`src/rtl/burst_arbiter_pkg.sv`:
```
// Shared types for the burst arbiter and the box_master burst senders.
package burst_arbiter_pkg;

   localparam int unsigned ARB_NUM_REQ = 2;

   localparam int unsigned AW_ID_W   = 4;
   localparam int unsigned AW_ADDR_W = 32;
   localparam int unsigned AW_LEN_W  = 8;

   typedef enum logic [1:0] {
      IDLE = 2'd0,
      ADDR = 2'd1,
      DATA = 2'd2
   } arb_state_e;

   typedef struct packed {
      logic [AW_ID_W-1:0]   id;
      logic [AW_ADDR_W-1:0] addr;
      logic [AW_LEN_W-1:0]  len;
      logic [2:0]           size;
      logic [1:0]           burst;
      logic [1:0]           user;
   } aw_fields_t;

   // Index following idx, wrapping modulo n.
   function automatic int unsigned rr_next(input int unsigned idx, input int unsigned n);
      return (idx + 1 >= n) ? 0 : idx + 1;
   endfunction

endpackage

```
`src/rtl/burst_arbiter_rr_pick.sv`:
```
// Combinational masked round-robin selector: first requester at or after
// ptr, wrapping, returned as one-hot grant plus its index.
module burst_arbiter_rr_pick #(
   parameter int unsigned NUM_REQ = 2,
   parameter int unsigned PTR_W   = 1
) (
   input  logic [NUM_REQ-1:0] req,
   input  logic [PTR_W-1:0]   ptr,
   output logic [NUM_REQ-1:0] gnt,
   output logic [PTR_W-1:0]   gnt_idx
);

   logic [NUM_REQ-1:0] hi;
   logic [NUM_REQ-1:0] src;

   // Prefer requesters at/after the pointer; fall back to the full set (wrap).
   always_comb begin
      hi = '0;
      for (int unsigned j = 0; j < NUM_REQ; j++) begin
         hi[j] = req[j] && (PTR_W'(j) >= ptr);
      end
      src     = (|hi) ? hi : req;
      gnt     = '0;
      gnt_idx = '0;
      // Descending scan so the lowest set index wins.
      for (int unsigned j = NUM_REQ; j > 0; j--) begin
         if (src[j-1]) begin
            gnt      = '0;
            gnt[j-1] = 1'b1;
            gnt_idx  = PTR_W'(j-1);
         end
      end
   end

endmodule

```
`src/rtl/burst_arbiter.sv`:
```
// Whole-burst AXI write arbiter: NUM_REQ burst sources share one AW/W port.
// Urgent requesters take precedence, otherwise round-robin.
// Optional build macro BURST_ARB_LEN_CHECK_EN adds the len_err output that
// flags wlast arriving on the wrong beat relative to awlen.
module burst_arbiter
   import burst_arbiter_pkg::*;
#(
   parameter int unsigned NUM_REQ = ARB_NUM_REQ,
   parameter int unsigned ID_W    = 4,
   parameter int unsigned ADDR_W  = 32,
   parameter int unsigned DATA_W  = 32,
   parameter int unsigned LEN_W   = 8
) (
   input  logic                        clk,
   input  logic                        rst_n,
   input  logic [NUM_REQ-1:0]          r_awvalid,
   output logic [NUM_REQ-1:0]          r_awready,
   input  logic [NUM_REQ*ID_W-1:0]     r_awid,
   input  logic [NUM_REQ*ADDR_W-1:0]   r_awaddr,
   input  logic [NUM_REQ*LEN_W-1:0]    r_awlen,
   input  logic [NUM_REQ*3-1:0]        r_awsize,
   input  logic [NUM_REQ*2-1:0]        r_awburst,
   input  logic [NUM_REQ*2-1:0]        r_awuser,
   input  logic [NUM_REQ-1:0]          r_urgent,
   input  logic [NUM_REQ-1:0]          r_wvalid,
   output logic [NUM_REQ-1:0]          r_wready,
   input  logic [NUM_REQ*DATA_W-1:0]   r_wdata,
   input  logic [NUM_REQ*DATA_W/8-1:0] r_wstrb,
   input  logic [NUM_REQ-1:0]          r_wlast,
   output logic                        m_awvalid,
   input  logic                        m_awready,
   output logic [ID_W-1:0]             m_awid,
   output logic [ADDR_W-1:0]           m_awaddr,
   output logic [LEN_W-1:0]            m_awlen,
   output logic [2:0]                  m_awsize,
   output logic [1:0]                  m_awburst,
   output logic [1:0]                  m_awuser,
   output logic                        m_wvalid,
   input  logic                        m_wready,
   output logic [DATA_W-1:0]           m_wdata,
   output logic [DATA_W/8-1:0]         m_wstrb,
   output logic                        m_wlast,
   output logic [NUM_REQ-1:0]          grant,
   output logic                        busy
`ifdef BURST_ARB_LEN_CHECK_EN
   ,
   output logic                        len_err
`endif
);

   localparam int unsigned PTR_W  = (NUM_REQ > 1) ? $clog2(NUM_REQ) : 1;
   localparam int unsigned STRB_W = DATA_W / 8;

   arb_state_e         state_q, state_d;
   logic [NUM_REQ-1:0] grant_q, grant_d;
   logic [PTR_W-1:0]   gidx_q, gidx_d;
   logic [PTR_W-1:0]   rr_ptr_q, rr_ptr_d;
`ifdef BURST_ARB_LEN_CHECK_EN
   logic [LEN_W-1:0]   len_q, len_d;
   logic [LEN_W:0]     beat_q, beat_d;
   logic               len_err_q, len_err_d;
`endif

   logic [NUM_REQ-1:0] urg_req;
   logic [NUM_REQ-1:0] pick_req;
   logic [NUM_REQ-1:0] win_gnt;
   logic [PTR_W-1:0]   win_idx;

   // Urgent requesters, when present, are the only candidates.
   always_comb begin
      urg_req  = r_awvalid & r_urgent;
      pick_req = (|urg_req) ? urg_req : r_awvalid;
   end

   burst_arbiter_rr_pick #(
      .NUM_REQ (NUM_REQ),
      .PTR_W   (PTR_W)
   ) u_rr_pick (
      .req     (pick_req),
      .ptr     (rr_ptr_q),
      .gnt     (win_gnt),
      .gnt_idx (win_idx)
   );

   // State register and arbitration bookkeeping.
   always_ff @(posedge clk or negedge rst_n) begin
      if (!rst_n) begin
         state_q   <= IDLE;
         grant_q   <= '0;
         gidx_q    <= '0;
         rr_ptr_q  <= '0;
`ifdef BURST_ARB_LEN_CHECK_EN
         len_q     <= '0;
         beat_q    <= '0;
         len_err_q <= 1'b0;
`endif
      end else begin
         state_q   <= state_d;
         grant_q   <= grant_d;
         gidx_q    <= gidx_d;
         rr_ptr_q  <= rr_ptr_d;
`ifdef BURST_ARB_LEN_CHECK_EN
         len_q     <= len_d;
         beat_q    <= beat_d;
         len_err_q <= len_err_d;
`endif
      end
   end

   // Next state and channel muxing; payloads are zero outside their phase.
   always_comb begin
      state_d   = state_q;
      grant_d   = grant_q;
      gidx_d    = gidx_q;
      rr_ptr_d  = rr_ptr_q;
`ifdef BURST_ARB_LEN_CHECK_EN
      len_d     = len_q;
      beat_d    = beat_q;
      len_err_d = 1'b0;
`endif
      r_awready = '0;
      r_wready  = '0;
      m_awvalid = 1'b0;
      m_awid    = '0;
      m_awaddr  = '0;
      m_awlen   = '0;
      m_awsize  = '0;
      m_awburst = '0;
      m_awuser  = '0;
      m_wvalid  = 1'b0;
      m_wdata   = '0;
      m_wstrb   = '0;
      m_wlast   = 1'b0;

      unique case (state_q)
         IDLE: begin
            if (|r_awvalid) begin
               grant_d = win_gnt;
               gidx_d  = win_idx;
               state_d = ADDR;
            end
         end
         ADDR: begin
            // Follows the owner's awvalid even if it drops; no regrant.
            m_awvalid = |(r_awvalid & grant_q);
            r_awready = grant_q & {NUM_REQ{m_awready}};
            for (int unsigned k = 0; k < NUM_REQ; k++) begin
               if (grant_q[k]) begin
                  m_awid    = r_awid[k*ID_W +: ID_W];
                  m_awaddr  = r_awaddr[k*ADDR_W +: ADDR_W];
                  m_awlen   = r_awlen[k*LEN_W +: LEN_W];
                  m_awsize  = r_awsize[k*3 +: 3];
                  m_awburst = r_awburst[k*2 +: 2];
                  m_awuser  = r_awuser[k*2 +: 2];
               end
            end
            if (m_awvalid && m_awready) begin
               state_d = DATA;
`ifdef BURST_ARB_LEN_CHECK_EN
               len_d   = m_awlen;
               beat_d  = '0;
`endif
            end
         end
         DATA: begin
            m_wvalid = |(r_wvalid & grant_q);
            r_wready = grant_q & {NUM_REQ{m_wready}};
            for (int unsigned k = 0; k < NUM_REQ; k++) begin
               if (grant_q[k]) begin
                  m_wdata = r_wdata[k*DATA_W +: DATA_W];
                  m_wstrb = r_wstrb[k*STRB_W +: STRB_W];
                  m_wlast = r_wlast[k];
               end
            end
            if (m_wvalid && m_wready) begin
`ifdef BURST_ARB_LEN_CHECK_EN
               beat_d    = (&beat_q) ? beat_q : beat_q + 1'b1;
               len_err_d = m_wlast ? (beat_q != {1'b0, len_q})
                                   : (beat_q == {1'b0, len_q});
`endif
               if (m_wlast) begin
                  state_d  = IDLE;
                  grant_d  = '0;
                  rr_ptr_d = PTR_W'(rr_next(32'(gidx_q), NUM_REQ));
               end
            end
         end
         default: begin
            state_d = IDLE;
            grant_d = '0;
         end
      endcase
   end

   assign grant = grant_q;
   assign busy  = (state_q != IDLE);
`ifdef BURST_ARB_LEN_CHECK_EN
   assign len_err = len_err_q;
`endif

endmodule

```
`config.mk`:
```
export PLATFORM = sky130hd
export DESIGN_NAME = burst_arbiter
export DESIGN_NICKNAME = d
export VERILOG_FILES = /design/src/rtl/burst_arbiter_pkg.sv /design/src/rtl/burst_arbiter_rr_pick.sv /design/src/rtl/burst_arbiter.sv
export SDC_FILE = /design/constraint.sdc
export NUM_CORES = 1
export LEC_CHECK = 0
export ABC_CLOCK_PERIOD_IN_PS = 1320
export BUFFER_PORTS_ARGS = -buffer_cell sky130_fd_sc_hd__buf_4
export CORE_AREA = 2 2 111 113
export DETAILED_ROUTE_END_ITERATION = 8
export DIE_AREA = 0 0 113 115
export GPL_ROUTABILITY_DRIVEN = 0
export PLACE_DENSITY = 0.53
export SKIP_LAST_GASP = 1
export SLEW_MARGIN = 0
export SYNTH_ARGS = -nofsm -noshare
export SYNTH_HDL_FRONTEND = slang
export SYNTH_SLANG_ARGS = --single-unit
```
`constraint.sdc`:
```
create_clock -name clk -period 1.32 [get_ports clk]
set_clock_uncertainty 0.1 [all_clocks]
set_input_delay 0.066 -clock clk [delete_from_list [all_inputs] [get_ports clk]]
set_output_delay 0.066 -clock clk [all_outputs]
set_load 0.01 [all_outputs]
```
# --- After elaboration in Yosys (flattened, before gate mapping) ---
# Cells that the tools add are included.
totals:
  register_bits: 6
  in_bits: 186
  output_inout_bits: 97
  elab_cells: 81
op_classes:
  n_eq_ne: 6
  n_mux: 46
  bitwise: 6
  addsub: 1
  n_lt_le_gt_ge: 3
  n_reduce_logical: 15
op_table:
  columns: ["cell", "count"]
  rows:
  - ["32-bit two-way mux", 6]
  - ["2-bit two-way mux", 17]
  - ["4-bit two-way mux", 6]
  - ["8-bit two-way mux", 3]
  - ["2-bit case mux with 3 select lines", 2]
  - ["2-bit AND", 5]
  - ["2-bit OR reduction", 5]
  - ["1-bit two-way mux", 9]
  - ["3-bit two-way mux", 3]
  - ["2-bit != test (second input constant)", 4]
  - ["4-bit AND reduction", 2]
  - ["1-bit logical AND", 4]
  - ["3-bit AND reduction", 1]
  - ["1-bit by 1-bit adder with 2-bit output (second input constant)", 1]
  - ["2-bit by 1-bit == test with 1-bit output (second input constant)", 1]
  - ["2-bit == test (second input constant)", 1]
  - ["1-bit greater-or-equal comparator (first input constant)", 2]
  - ["2-bit greater-or-equal comparator (second input constant)", 1]
  - ["2-bit zero test", 1]
  - ["2-bit AND reduction", 1]
  - ["2-bit nonzero test", 1]
  - ["1-bit NOT", 1]

# --- Logic depth before layout (Yosys ltp) ---
depth:
  depth_word: 10
  depth_mapped: 5

# --- By module ---
# From an unflattened synthesis, not the netlist that was laid out.
unflattened:
  hier_cells: 159
  hier_area_um2: 1380.1
modules_own_cells:
  columns: ["module", "instances", "area_per_inst_um2", "seq_area_each_um2", "cells_per_inst"]
  rows:
  - ["burst_arbiter", 1, 1353.8, 150.1, 155]
  - ["burst_arbiter_rr_pick", 1, 26.3, 0.0, 4]

# --- Least setup slack after synthesis ---
# OpenSTA, ideal clock, no wires.
synth_timing:
  path_type: "reg-to-output"
  from: "register grant_q[1], in the netlist grant[1]"
  to: "output m_awaddr[0]"
  path_stages_with_launch: 6
  n_path_buf: 2
  arrival_ps: 1265
  setup_slack_ps: -111
  path_cell_list: "dfrtp_1 -> buf_4 -> nand2b_4 -> nor2_2 -> buf_2 -> a22o_1"
synth_via:
  elab_chain_cells: 2
synth_rtl:
  columns: ["item", "line_no", "source"]
  rows:
  - ["start, declared", "burst_arbiter.sv:55", "logic [NUM_REQ-1:0] grant_q, grant_d;"]
  - ["start signal, assigned", "burst_arbiter.sv:99", "grant_q <= grant_d;"]
  - ["32-bit two-way mux", "burst_arbiter.sv:148", "if (grant_q[k]) begin"]
  - ["32-bit two-way mux", "burst_arbiter.sv:135", "unique case (state_q)"]
  - ["end, declared", "burst_arbiter.sv:33", "output logic [ADDR_W-1:0] m_awaddr,"]
# No other way between the ends.

# --- Worst setup path in the final report ---
layout_timing:
  from: "register state_q[0]"
  to: "output m_wdata[8]"
layout_via:
  elab_chain_cells: 2
layout_rtl:
  columns: ["item", "line_no", "source"]
  rows:
  - ["start, declared", "burst_arbiter.sv:54", "arb_state_e state_q, state_d;"]
  - ["start signal, assigned", "burst_arbiter.sv:98", "state_q <= state_d;"]
  - ["2-bit == test", "burst_arbiter.sv:135", null]
  - ["32-bit two-way mux", "burst_arbiter.sv:135", null]
  - ["end, declared", "burst_arbiter.sv:40", "output logic [DATA_W-1:0] m_wdata,"]
# No other way between the ends.

==> results.yml <==
setup_path:
  critPathMaxFanout: 18
  critPathBufInv: 4
  cp_top_family: "buffers and inverters"
  worst_path_max_delay_cell: "dfrtp_1"
  end_kind: "output port"
  path_cells: "nand2b_4, buf_12, buf_4, nor2_4, buf_12, a22o_1, buf_4"
  crit_arrival_ns: 1.60
  critPathLaunchType: "register"
  crit_type: "reg2out"
  max_stage_delay_ns: 0.38
  cp.required_ns: 1.15
yosys:
  synth_top_area_share_pct: 52.7
  yosysSeqAreaShare_pct: 10.3
  synth_nets: 353
  ys_warn_count: 0
  synthTopCellsByArea: "a22o_1 (53%), dfrtp_1 (10%), buf_6 (6.9%)"
  syn_area_um2: 1460
  synthDistinctLibCells: 34
  netlist_instances: 167
  synth-seq-cells: 6
  synth_top_cell_by_area: "a22o_1"
  syn_area_per_cell_um2: 8.76
routing:
  top_layer_used: "met4"
  first_iter_violations: 105
  wl_met3_um: 801
  antenna_left: 0
  first_pass_iters: 6
  met1_length_um: 4200
  route.detailed.drc: 20
  via_per_inst: 4.47
  routed-via-count: 2845
  wl_met2_um: 5920
  routed_wirelength_um: 11000
  wire_per_inst_um: 17.2
worst_hold_path:
  min_path_type: "in2async"
power_and_ir_drop:
  sequentialPowerShare_pct: 4.9
  pwr-share-clk_pct: 8.0
  p_per_area_nw_per_um2: 1350
  p_switching_mw: 2.49
  p_leak_nw: 2.40
  combinationalPowerShare_pct: 87.2
  irDropWorstVdd_v: 0.000564
  internal_power_mw: 3.83
  switching_share_pct: 39.4
global_route:
  antenna_found_initial: 0
  grt_pass1_vias: 2793
  grt_max_degree: 27
  grt-ovfl-total: 0
  grt_pass1_wl_um: 14600
  grt_usage_pct: 14.0
floorplan:
  die_area_um2: 13000
  coreArea_um2: 11800
  num_rows: 40
  die_w_um: 113
  start_util_pct: 12.4
  ioPinCount: 283
  die_h_um: 115
status:
  status: "complete, but fails checks"
  violations: "design-rule violations, negative setup slack"
timing:
  holdWs_ns: 0.0720
  setup_ws_ns: -0.444
  fmax_ghz: 0.567
  finalHoldViolations: 0
  layout_min_cycle_time_ns: 1.76
  drv_slew: 0
  slew_headroom_pct: 75.1
  fin_crit_sh_pct: 134
  worst_pin_slew_ns: 0.369
  rsz0062_at_grt: "true"
  final-setup-viol-count: 102
placement:
  dp_hpwl_um: 7370
  io_buffers: 282
  placed_area_um2: 3750
clock_network:
  clk_pin_slew_worst_paths_ns: 0.04
  cts_tree: "built"
  clock_tree.root_cell: "clkbuf_16"
  cts_max_path_buffers: 2
  numCtsBuffers: 3
  clkSinkCount: 6
  clock_latency_ns: 0.23
  htree_levels: 1
layout:
  drive_gt1_share_pct: 74.8
  fin_util_pct: 39.6
  finish.instance_area_um2: 4670
  layout-area-overhead-vs-synth_pct: 220
  nNetsFinal: 677
  antenna_cells: 0
job:
  maxCapViolCount: 0
logic make-up (layout without fill, tap and decap cells):
| logic type | after synthesis | count (layout) | synth area share (%) |
|---|---|---|---|
| AOI/OAI and AO/OA | 104 | 104 | 61.1 |
| buffers and inverters | 24 | 345 | 12.2 |
| DFF | 6 | 6 | 10.3 |
| muxes | 1 | 1 | 0.684 |
| and+or+nand+nor | 32 | 33 | 15.7 |
sequential cells by signal (all words and copies together) (netlist names):
name      count
grant         2
state_q       2
gidx_q        1
rr_ptr_q      1
repair_timing:
action | CTS | global route
hold endpoints to repair | 7 | 0
gates cloned | 8 | 7
hold buffers | 2 | 0
endpoints found under the setup margin | 101 | 101
buffers inserted | 16 | 17
pin swaps | 10 | 38
gates resized for setup | 36 | 46
final cells by class:
type,count,area [µm²]
Clock buffer,3,75.1
Fill cell,1151,7140
Inverter,4,22.5
Multi-Input combinational cell,138,1230
Sequential cell,6,151
Tap cell,147,184
Timing Repair Buffer,338,3010
synth_stat cells (all sizes together):
master and instances:
a41oi 1, a21oi 2, a311oi 1, or3b 1, o2111ai 2, a211oi 1, nor2 6, o32a 1
nand4bb 1, nand2 5, o21bai 1, buf 20, nor3 1, and2 3, nand2b 3, nand3b 4
mux2i 1, nor3b 1, o211ai 3, and3b 1, inv 4, dfrtp 6, a22o 88, nand3 5
nor2b 1, o21ai 2, a21boi 2
power groups by stage:
stage,logic [mW],registers (mW),clock network [mW]
after floorplan,2.18,0.297,0
after global placement,4.00,0.302,0
after detailed placement,4.01,0.301,0
after CTS,4.80,0.306,0.510
after global routing,5.83,0.315,0.516
final,5.51,0.307,0.503
cell usage in the layout (no fill, tap or decap), types with 3 or more instances in the layout:
cell type,count
a22o_1,87
buf_6,37
nand3b_1,4
o211ai_1,3
dfrtp_1,5
buf_12,13
nand2b_4,3
buf_4,275
buf_8,3
clkbuf_16,9
nand2_1,5
nor2_4,6
nand3_1,4
per-layer routing:
| metal | vias to the layer above | track usage [%] |
|---|---|---|
| li1 | 1353 | - |
| met1 | 1350 | 16.9 |
| met2 | 138 | 26.1 |
| met3 | 4 | 2.37 |
| met4 | 0 | 2.60 |
| met5 | - | 0 |
metrics by stage:
step | setup WS [ns] | power (mW) | setup TNS, ns | cells
2_1_floorplan | -0.0639 | 2.47 | -3.88 | 167
4_1_cts | -0.468 | 5.62 | -38.11 | 619
5_1_grt | -0.492 | 6.66 | -43.15 | 636
6_report | -0.444 | 6.32 | -37.56 | 636
3_3_place_gp | -0.412 | 4.30 | -25.23 | 590
3_5_place_dp | -0.420 | 4.31 | -26.15 | 590
path summary, 6_finish.rpt:
check                           cells after the start    startpoint         end  slack [ns]
worst max-delay path                                7    state_q[0]  m_wdata[8]       -0.44
worst min-delay path                                2         rst_n    rr_ptr_q        0.07
worst max register to register                      7      grant[1]    grant[1]       -0.27
worst min register to register                      2        gidx_q      gidx_q        0.47
max in group asynchronous                           2         rst_n  state_q[1]        0.92
min in group clk                                    3  r_awvalid[0]    grant[0]        0.10
(Power assumes the default switching activity.)
